==> src/rtl/alu_burst_sequencer_pkg.sv <==
// alu_pkg: opcode constants and sequencer FSM encoding shared by the burst datapath.
package alu_pkg;
    localparam int OP_ADD = 0;
    localparam int OP_SUB = 1;
    localparam int OP_NOT = 2;
    localparam int OP_SHL = 3;
    localparam int OP_MAX = 3;
    typedef enum logic {ST_IDLE, ST_BURST} state_t;
endpackage

==> src/rtl/alu_burst_sequencer_fifo.sv <==
// alu_res_fifo: synchronous show-ahead FIFO with occupancy count.
// When empty, o_data holds the most recently popped entry (0 after reset).
module alu_res_fifo #(
    parameter int WIDTH = 8,
    parameter int DEPTH = 4
) (
    input  logic                     clk,
    input  logic                     rst,
    input  logic                     i_push,
    input  logic [WIDTH-1:0]         i_data,
    input  logic                     i_pop,
    output logic [WIDTH-1:0]         o_data,
    output logic [$clog2(DEPTH):0]   o_count
);
    localparam int AW = $clog2(DEPTH);

    logic [WIDTH-1:0] r_mem [DEPTH];
    logic [WIDTH-1:0] r_hold;
    logic [AW-1:0]    r_wr, r_rd;
    logic [AW:0]      r_count;
    logic             w_pop;

    assign w_pop   = i_pop && r_count != '0;
    assign o_data  = r_count != '0 ? r_mem[r_rd] : r_hold;
    assign o_count = r_count;

    always_ff @(posedge clk) begin
        if (i_push)
            r_mem[r_wr] <= i_data;
    end

    always_ff @(posedge clk) begin
        if (rst) begin
            r_wr    <= '0;
            r_rd    <= '0;
            r_count <= '0;
            r_hold  <= '0;
        end else begin
            if (i_push)
                r_wr <= r_wr + 1'b1;
            if (w_pop) begin
                r_rd   <= r_rd + 1'b1;
                r_hold <= r_mem[r_rd];
            end
            r_count <= r_count + {{AW{1'b0}}, i_push} - {{AW{1'b0}}, w_pop};
        end
    end
endmodule

==> src/rtl/alu_burst_sequencer.sv <==
// alu_burst_sequencer: registers burst beats into an external ALU and streams
// its results out through a small FIFO with burst framing and length policing.
module alu_burst_sequencer
    import alu_pkg::*;
#(
    parameter int DATA_WIDTH = 8,
    parameter int MAX_BURST  = 16,
    parameter int FIFO_DEPTH = 4
) (
    input  logic                         clk,
    input  logic                         rst,
    input  logic                         s_valid,
    output logic                         s_ready,
    input  logic [DATA_WIDTH-1:0]        s_op1,
    input  logic [DATA_WIDTH-1:0]        s_op2,
    input  logic [DATA_WIDTH-1:0]        s_opcode,
    input  logic                         s_last,
    output logic [DATA_WIDTH-1:0]        alu_op1,
    output logic [DATA_WIDTH-1:0]        alu_op2,
    output logic [DATA_WIDTH-1:0]        alu_opcode,
    input  logic [DATA_WIDTH-1:0]        alu_result,
    output logic                         m_valid,
    input  logic                         m_ready,
    output logic [DATA_WIDTH-1:0]        m_result,
    output logic                         m_last,
    output logic [$clog2(MAX_BURST)-1:0] m_beat,
    output logic                         len_err,
    output logic                         op_err,
    output logic [15:0]                  bursts_done
);
    localparam int BW = $clog2(MAX_BURST);
    localparam int FW = DATA_WIDTH + 1 + BW;
    localparam int CW = $clog2(FIFO_DEPTH) + 1;

    state_t          r_state, w_state_nxt;
    logic [BW-1:0]   r_cnt, r_if_beat, w_idx;
    logic            r_in_flight, r_if_last, r_len_err, r_op_err;
    logic [15:0]     r_bursts;
    logic            w_acc, w_cap, w_last, w_pop;
    logic [CW-1:0]   w_count;
    logic [FW-1:0]   w_head;

    assign w_idx   = r_state == ST_BURST ? r_cnt : '0;
    assign w_cap   = w_idx == BW'(MAX_BURST - 1);
    assign w_last  = s_last || w_cap;
    // Occupancy counts the beat still inside the ALU so the FIFO can never overflow.
    assign s_ready = !rst && (w_count + CW'(r_in_flight)) < CW'(FIFO_DEPTH);
    assign w_acc   = s_valid && s_ready;
    assign m_valid = w_count != '0;
    assign w_pop   = m_valid && m_ready;
    assign {m_result, m_last, m_beat} = w_head;
    assign len_err     = r_len_err;
    assign op_err      = r_op_err;
    assign bursts_done = r_bursts;

    always_comb begin
        w_state_nxt = r_state;
        if (w_acc)
            w_state_nxt = w_last ? ST_IDLE : ST_BURST;
    end

    always_ff @(posedge clk) begin
        if (rst)
            r_state <= ST_IDLE;
        else
            r_state <= w_state_nxt;
    end

    always_ff @(posedge clk) begin
        if (rst) begin
            r_cnt       <= '0;
            r_in_flight <= 1'b0;
            r_if_last   <= 1'b0;
            r_if_beat   <= '0;
            alu_op1     <= '0;
            alu_op2     <= '0;
            alu_opcode  <= '0;
            r_len_err   <= 1'b0;
            r_op_err    <= 1'b0;
            r_bursts    <= '0;
        end else begin
            r_in_flight <= w_acc;
            if (w_acc) begin
                alu_op1    <= s_op1;
                alu_op2    <= s_op2;
                alu_opcode <= s_opcode;
                r_if_last  <= w_last;
                r_if_beat  <= w_idx;
                r_cnt      <= w_last ? '0 : w_idx + 1'b1;
            end
            if (w_acc && w_cap && !s_last)
                r_len_err <= 1'b1;
            if (w_acc && s_opcode > DATA_WIDTH'(OP_MAX))
                r_op_err <= 1'b1;
            if (w_pop && m_last)
                r_bursts <= r_bursts + 1'b1;
        end
    end

    alu_res_fifo #(
        .WIDTH (FW),
        .DEPTH (FIFO_DEPTH)
    ) u_fifo (
        .clk     (clk),
        .rst     (rst),
        .i_push  (r_in_flight),
        .i_data  ({alu_result, r_if_last, r_if_beat}),
        .i_pop   (w_pop),
        .o_data  (w_head),
        .o_count (w_count)
    );
endmodule

==> config.mk <==
export PLATFORM = sky130hd
export DESIGN_NAME = alu_burst_sequencer
export DESIGN_NICKNAME = d
export VERILOG_FILES = /design/src/rtl/alu_burst_sequencer_pkg.sv /design/src/rtl/alu_burst_sequencer_fifo.sv /design/src/rtl/alu_burst_sequencer.sv
export SDC_FILE = /design/constraint.sdc
export NUM_CORES = 1
export LEC_CHECK = 0
export CAP_MARGIN = 20
export CORE_UTILIZATION = 52
export CTS_CLUSTER_DIAMETER = 80
export DETAILED_ROUTE_END_ITERATION = 8
export PLACE_DENSITY_LB_ADDON = 0.3
export SYNTH_ARGS = -nofsm -noshare
export SYNTH_HDL_FRONTEND = slang
export SYNTH_SLANG_ARGS = --single-unit
export TNS_END_PERCENT = 5
==> constraint.sdc <==
create_clock -name clk -period 2.5 [get_ports clk]
set_input_delay 0.5 -clock clk [delete_from_list [all_inputs] [get_ports clk]]
set_output_delay 0.5 -clock clk [all_outputs]
set_load 0.02 [all_outputs]
Word-level counts from Yosys, hierarchy flattened
Memory sizes are Yosys's and may differ from the RTL's. A register that Yosys moved wholly into a read port is not among the register bits.
Cells that the tools add are included.
{"block": "word_totals", "register_bits": 73, "latchBits": 0, "ramBits": 52, "rom_bits": 0, "output_inout_bits": 57, "wordCells": 45, "memories": 1}
{"block": "op_classes", "add_sub_neg": 6, "mul": 0, "div": 0, "order_cmp": 2, "eq_ne": 1, "n_shift": 0, "n_mux": 8, "n_bitwise": 0, "reduce_logical": 12}
{"name": "u_fifo.r_mem", "words": 4, "width": 13, "rd": 1, "rd_ports_with_merged_regs": 1, "wr": 1, "line_no": "alu_burst_sequencer_fifo.sv:17", "rtl": "logic [WIDTH-1:0] r_mem [DEPTH];"}
{"op": "adder 16 x 1 -> 16 bit, second input constant", "count": 1}
{"op": "two-way mux 13 bit", "count": 1}
{"op": "> comparator 8 x 2 -> 1 bit, second input constant", "count": 1}
{"op": "logical AND 1 bit", "count": 8}
{"op": "two-way mux 4 bit", "count": 2}
{"op": "adder 2 x 1 -> 2 bit, second input constant", "count": 2}
{"op": "adder 4 x 1 -> 4 bit, second input constant", "count": 1}
{"op": "equality test 4 bit, second input constant", "count": 1}
{"op": "two-way mux 2 bit", "count": 2}
{"op": "adder 3 x 1 -> 3 bit", "count": 1}
{"op": "less-than comparator 3 bit, second input constant", "count": 1}
{"op": "two-way mux 1 bit", "count": 3}
{"op": "nonzero test 3 bit", "count": 1}
{"op": "subtractor 3 x 1 -> 3 bit", "count": 1}
{"op": "logical NOT 1 bit", "count": 2}
{"op": "logical OR 1 bit", "count": 1}

Longest topological paths before layout
Gate-level depths: netlist of run 1.
{"block": "depth", "word_depth": 6, "mapped_depth": 9, "depth_no_buf": 7}

Hierarchy
Synthesis of run 1 repeated with hierarchy kept, for this count alone.
{"block": "hier_totals", "cells_unflattened": 406, "hier_area_um2": 5093.6}
{"module": "alu_res_fifo", "instances": 1, "cells_each": 182, "area_per_inst_um2": 2925.3, "seq_area_each_um2": 2001.9}
{"module": "alu_burst_sequencer", "instances": 1, "cells_each": 224, "area_per_inst_um2": 2168.3, "seq_area_each_um2": 1061.0}

Worst setup path before layout of run 1
Ideal clock, no wire load.
{"block": "synth_timing", "kind": "reg2out", "from": "reg with a tool-made name", "to": "out m_beat[1]", "arrival_time_ns": 1.590, "required_ns": 2.000, "setup_slack_ns": 0.410, "path_stages_with_launch": 4, "n_path_buf": 1, "path_cell_list": "dfxtp_1 > buf_2 > mux4_2 > mux2_2"}
{"item": "end: declaration", "line_no": "alu_burst_sequencer.sv:26", "rtl": "output logic [$clog2(MAX_BURST)-1:0] m_beat,"}

==> results of run 1 <==
[metal layers]
metal | vias up | track usage, % | part of all wire, %
met4 | 0 | 8.82 | 0.91
met3 | 6 | 7.17 | 5.9
met2 | 115 | 35.9 | 51
met1 | 1787 | 27.7 | 42
li1 | 1766 | - | -
met5 | - | 0 | 0
[stage by stage]
step / power, mW / TNS (ns)
after floorplan: 3.71 / 0
after global placement: 4.44 / 0
after detailed placement: 4.50 / 0
after CTS: 6.66 / -0.0247
after global routing: 7.10 / -0.132
final: 6.81 / 0
[worst max-delay path by stage]
stage	startpoint	endpoint	slack, ns	cells past startpoint
detailed placement	flip-flop	m_beat[1]	0.11	4
floorplan	flip-flop	m_beat[1]	0.41	3
global route	flip-flop	m_beat[0]	-0.03	4
global placement	flip-flop	m_result[6]	0.14	4
finish	flip-flop	m_result[2]	0.04	4
CTS	flip-flop	m_last	-0.01	4
[cell usage in the layout, fill, tap and decap left out, types with 3 or more instances in the layout]
master / netlist / layout
inv_1: 5 / 5
buf_2: 2 / 7
xor2_1: 8 / 8
nand4_1: 6 / 6
dfxtp_1: 75 / 72
or4_1: 6 / 6
clkbuf_16: 0 / 16
nand2_1: 93 / 93
edfxtp_1: 52 / 52
ha_1: 10 / 10
mux4_2: 13 / 13
mux2_4: 0 / 7
a21oi_1: 32 / 32
buf_6: 1 / 7
clkinv_2: 0 / 3
nand3_1: 13 / 13
or3_1: 4 / 4
o31ai_1: 6 / 6
buf_4: 0 / 11
clkdlybuf4s50_1: 0 / 77
and3_1: 4 / 4
nor2_1: 21 / 21
and2_1: 7 / 7
clkinv_1: 1 / 4
o21ai_0: 28 / 28
xnor2_1: 5 / 5
mux2_2: 13 / 6
[power by group]
group | leakage (nW) | internal, mW | switching [mW] | total [mW]
Clock | 0.267 | 1.43 | 0.835 | 2.26
Combinational | 1.04 | 0.989 | 1.02 | 2.01
Sequential | 1.09 | 2.39 | 0.145 | 2.53
Total | 2.40 | 4.81 | 2.00 | 6.81
[flip-flops by register name (all words and copies together) (netlist names), 2 cells and up, named ones only]
name and flops:
alu_op1 8, alu_op2 8, alu_opcode 8, bursts_done 16
r_cnt 4, r_if_beat 4, u_fifo.o_count 3, u_fifo.r_hold 13
u_fifo.r_mem 52, u_fifo.r_rd 2, u_fifo.r_wr 2
[final cells by class]
cell class | count | area [µm²] | area share, %
clock buffers | 20 | 435 | 6.54
clock inverters | 12 | 119 | 1.78
inverters | 8 | 30.0 | 0.451
multi-input cells | 281 | 1810 | 27.2
flip-flops and latches | 127 | 3070 | 46.1
well taps | 129 | 161 | 2.42
repair buffers | 107 | 1030 | 15.5
[critical path, stage by stage (launching register included)]
cell and delay, ns:
dfxtp_4 0.37, buf_4 0.14, mux4_2 0.51, mux2_2 0.29, buf_2 0.16
[kinds of logic after synthesis]
logic type,synth area share (%)
AO/OA/AOI/OAI,7.62
XOR/XNOR,2.29
adder cells (fa/ha/maj),2.51
buffers and inverters,2.61
flip-flops,61.5
multiplexers,9.02
AND/OR/NAND/NOR,14.4
[what timing repair did]
action	in CTS	in global routing
hold buffers	0	0
gates cloned	0	0
endpoints found under the setup margin	14	14
resized for setup	58	27
buffers inserted	0	1
==> results.ini, run 1 <==
[clocking]
htree_num_levels=4
cts-root-buf=clkbuf_8
clkTransAtPathRegs_ns=0.05
cts_buffer_depth=2
cts_tree=built
clkSinkCount=127
worstSkewPairLatency_ns=0.50
cts_made_buffers=17

[power]
power.leakage_nw=2.40
vdd_drop_max_v=0.000786
power.density_nw_per_um2=1020

[synth]
yosysTopAreaCell=edfxtp_1
yosys-top-cells-count=nand2_1 (93), dfxtp_1 (75), edfxtp_1 (52), a21oi_1 (32), o21ai_0 (28)
synth_top_flop_cell=dfxtp_1
synth_top_area_share_pct=31.4
synth.distinct_cells=35
synth_most_common_cell=nand2_1
syn_avg_cell_area_um2=11.3
synth_area_leaders=edfxtp_1 (31%), dfxtp_1 (30%), nand2_1 (7.0%)
synth-edff-count=52
synth-async-reset-ratio_pct=0
yosys_warnings=0
seq_area_frac_synth_pct=61.5
synth_cells=440
yosys_register_bits=127
synth_fp_nets=487
synth_area_um2=4980

[grt]
grt_max_degree=51
grt_util_all_layers_pct=22.2
antenna_found_initial=0
grt_pass1_wl_um=16900
grt_pass1_vias=3555
grt_overflow_total=0

[layout]
fin_util_pct=72.1
nets=589
insertedDiodeCount=0
drive_gt1_share_pct=16.0
final_cells=684
nFillCells=640
syn2layout_area_growth_pct=33.8
final_design_area_no_fill_um2=6660

[routing]
vias=3674
postRouteAntennaNets=0
drt_iter0_drc=205
drt_wl_total_um=10400
wl_per_cell_um=15.3
viasPerCell=5.37
drc=0
drt-pass1-iter-count=5

[sta]
hold_viol_final=0
worst_slew_pin_slew_ns=0.729
clock_skew_ns=0.0102
finalMaxSlewViolations=0
whs_ns=0.236
fmax_ghz=0.407
worst_slack_ns=0.0417
finalCritPeriodShare_pct=98.3
setup_viol=0
finalCriticalPeriod_ns=2.46
timing.slew.headroom_pct=51.4
rsz0062_at_grt=yes

[critical_path]
reg2reg_depth=9
r2r_start=u_fifo.o_count[0]
critPathKind=reg2out
crit_required_ns=2.00
r2r_slack_ns=0.40
r2r-end=u_fifo.o_count[2]
arrival_ns=1.96
startpoint_type=flip-flop
worstPathMaxFanout=3
cp-end-kind=output port

[floorplan]
ioPinCount=94
die_area_um2=9970
core-area_um2=9240
fp.dieW_um=99.8
start_util_pct=53.9
die_height_um=99.8
rows=35

[placed_design]
dp_slack_ns=0.112
dp.cells=651
place_congestion=0.751
dp_hpwl_um=6650
post_dp_cell_area_um2=6070
port_buffers=93

[hold_path]
whs_path_depth=2
min_from=rst
min_to=op_err
hp-class=in2reg

[job]
max_cap_viol_count=0

[outcome]
status=complete, no violations

Power figures use the tool's default switching activity.
==> run 2: changes to the inputs <==
--- a/config.mk
+++ b/config.mk
@@ -6,7 +6,8 @@
 export NUM_CORES = 1
 export LEC_CHECK = 0
 export CAP_MARGIN = 20
-export CORE_UTILIZATION = 52
+export CORE_UTILIZATION = 54
+export CTS_BUF_LIST = sky130_fd_sc_hd__clkbuf_8
 export CTS_CLUSTER_DIAMETER = 80
 export DETAILED_ROUTE_END_ITERATION = 8
 export PLACE_DENSITY_LB_ADDON = 0.3
==> run 2 against run 1 <==
- the flow now finishes with violations (design-rule violations)
- combinational power about the same
- first-iteration DRC count is 2.4% lower
- clock-buffer cell count down 2
- hold slack better by 0.22 ns
- flip-flop and latch count unchanged
- critical path depth is 1 higher
- fmax down 0.12%
- clock skew rose by 0.00088 ns
- via count decreased by 0.93%
- cell count decreased by 2.5%
- critical path type unchanged
==> results.ini, run 2 (synthesis gave the netlist of run 1 again) <==
[job]
max_cap_viol_count=0  ; unchanged

[sta]
worst_slew_pin_slew_ns=0.710  ; -0.0196 ns
finalMaxSlewViolations=0  ; unchanged
setup_viol=0  ; unchanged
hold_viol_final=0  ; unchanged
rsz0062_at_grt=yes
worst_slack_ns=0.0388  ; -0.00285 ns
finalCriticalPeriod_ns=2.46  ; +0.00285 ns
finalCritPeriodShare_pct=98.4  ; +0.11 points
fmax_ghz=0.406  ; -0.12%
timing.slew.headroom_pct=52.7  ; +1.3 points
clock_skew_ns=0.0111  ; +0.000878 ns

[power]
swShare_pct=31.2  ; +1.8 points
power.density_nw_per_um2=977  ; -4.4%
vdd_drop_max_v=0.000601  ; -24%
p_sw_mw=1.98  ; -1.1%
seqPwrFrac_pct=39.6  ; +2.4 points
power.leakage_nw=2.33  ; -2.6%
p_int_mw=4.36  ; -9.4%
clockPowerShare_pct=28.8  ; -4.5 points
comb_power_share_pct=31.6  ; +2.1 points

[critical_path]
worstPathMaxFanout=7  ; +4
r2r_start=u_fifo.o_count[1]
cp-end-kind=output port
critPathMaxStageDelay_ns=0.50  ; about the same
critPathBufInv=3  ; +1
arrival_ns=1.96  ; about the same
cp_slowest_cell=mux4_2
path_cells=buf_12, buf_4, mux4_2, mux2_2, buf_2
critPathKind=reg2out
r2r-end=u_fifo.o_count[2]
reg2reg_depth=9  ; unchanged
r2r_slack_ns=0.35  ; -0.05 ns
crit_required_ns=2.00  ; about the same
startpoint_type=flip-flop
path_delay_family=multiplexers

[floorplan]
die_area_um2=9600  ; -3.6%
fp.dieW_um=98.0  ; -1.8%
core-area_um2=8810  ; -4.7%
start_util_pct=56.5  ; +2.7 points
rows=34  ; -2.9%
die_height_um=98.0  ; -1.8%
ioPinCount=94  ; unchanged

[hold_path]
hp-class=reg2reg
min_from=u_fifo.r_hold[12]
min_to=u_fifo.r_hold[12]
whs_path_depth=2  ; unchanged

[layout]
insertedDiodeCount=0  ; unchanged
final_design_area_no_fill_um2=6480  ; -2.7%
top_register=u_fifo.r_mem
fin_util_pct=73.6  ; +1.5 points
syn2layout_area_growth_pct=30.2
drive_gt1_share_pct=17.0  ; +0.96 points
final_cell_mix=nand2_1 (93), clkdlybuf4s50_1 (78), dfxtp_1 (73), edfxtp_1 (52), a21oi_1 (32)
largest_reg_flops=52  ; unchanged
nFillCells=605  ; -5.5%
nets=593  ; +0.68%
layout_commonest_cell=nand2_1

[clocking]
cts_made_buffers=17  ; unchanged
worstSkewPairLatency_ns=0.43  ; -0.07 ns
htree_num_levels=4  ; unchanged
clkSinkCount=127  ; unchanged
ctsHoldBuffers=0  ; unchanged
cts_tree=built
clkTransAtPathRegs_ns=0.08  ; +0.03 ns
cts_buffer_depth=2  ; unchanged
cts-root-buf=clkbuf_8

[routing]
drt_iter0_drc=200  ; -2.4%
wl_per_cell_um=16.1  ; +5.5%
vias=3640  ; -0.93%
drc=7  ; +7
drt_wl_total_um=10800  ; +2.9%
viasPerCell=5.46  ; +1.6%
drt-pass1-iter-count=8  ; +3
postRouteAntennaNets=0  ; unchanged

[grt]
grt_overflow_total=0  ; unchanged
grt_pass1_wl_um=17600  ; +4.0%
grt_max_degree=48  ; -5.9%
grt_util_all_layers_pct=23.5  ; +1.3 points
antenna_found_initial=0  ; unchanged
grt_pass1_vias=3695  ; +3.9%

[placed_design]
dp_hpwl_um=6750  ; +1.5%
place_congestion=0.788  ; +5.0%
port_buffers=93  ; unchanged
post_dp_cell_area_um2=6040  ; -0.56%
dp_slack_ns=0.114  ; +0.00169 ns

[outcome]
status=finished, violations left
violations=design-rule violations

## run 2: worst max-delay path by stage
stage	cells after the start	start	end
6_report	5	flip-flop	m_last
5_1_grt	5	flip-flop	m_last
4_1_cts	4	flip-flop	m_result[5]
3_5_place_dp	4	flip-flop	m_result[1]
3_3_place_gp	4	flip-flop	m_result[5]
2_1_floorplan	3	flip-flop	m_beat[1]
## run 2: repair_timing
action | in CTS | in global routing
endpoints found under the hold margin | 0 | 0
buffers inserted | 0 | 6
endpoints found under the setup margin | 14 | 2
gates resized for setup | 53 | 9
## run 2: layout make-up
| type | count | area (µm²) | share of cell area, % |
|---|---|---|---|
| tap | 108 | 135 | 2.08 |
| timing repair buffer | 111 | 1040 | 16.1 |
| clock inverter | 14 | 165 | 2.55 |
| clock buffer | 18 | 248 | 3.82 |
| multi-input combinational | 281 | 1800 | 27.7 |
| sequential | 127 | 3070 | 47.3 |
| inverter | 8 | 30.0 | 0.463 |
## run 2: worst reg2reg max path: stages (launching register included)
cell,delay [ns]
dfxtp_1,0.31
or3_1,0.36
buf_4,0.22
nand2_1,0.16
inv_2,0.08
buf_4,0.23
ha_1,0.25
ha_1,0.19
xnor2_1,0.16
nor2_1,0.06
## run 2: metal layers
| metal | routed length (µm) | global-route usage [%] | vias up |
|---|---|---|---|
| met5 | 0 | 0 | - |
| met4 | 104 | 9.32 | 0 |
| li1 | - | - | 1783 |
| met3 | 583 | 6.37 | 15 |
| met1 | 4550 | 28.3 | 1745 |
| met2 | 5510 | 40.1 | 97 |
## run 2: power groups by stage
stage / Combinational (mW) / Clock, mW / Sequential [mW]
floorplan: 1.10 / 0 / 2.61
global placement: 1.90 / 0 / 2.53
detailed placement: 1.95 / 0 / 2.55
CTS: 1.83 / 1.85 / 2.50
global route: 2.15 / 1.94 / 2.53
finish: 2.00 / 1.83 / 2.51
## run 2: through the flow
stage                     std cells  hold WS, ns  TNS, ns  power (mW)
final                           667        0.456        0        6.33
after global routing            667        0.472   -0.136        6.62
after detailed placement        629        0.444        0        4.49
after floorplan                 440        0.434        0        3.71
after CTS                       661        0.455  -0.0359        6.19
after global placement          629        0.439        0        4.43
==> run 3: changes to the inputs <==
--- a/config.mk
+++ b/config.mk
@@ -6,8 +6,7 @@
 export NUM_CORES = 1
 export LEC_CHECK = 0
 export CAP_MARGIN = 20
-export CORE_UTILIZATION = 54
-export CTS_BUF_LIST = sky130_fd_sc_hd__clkbuf_8
+export CORE_UTILIZATION = 52
 export CTS_CLUSTER_DIAMETER = 80
 export DETAILED_ROUTE_END_ITERATION = 8
 export PLACE_DENSITY_LB_ADDON = 0.3
==> results of run 3 <==
Same layout as run 1: the final DEF is identical, and so are final timing and power.
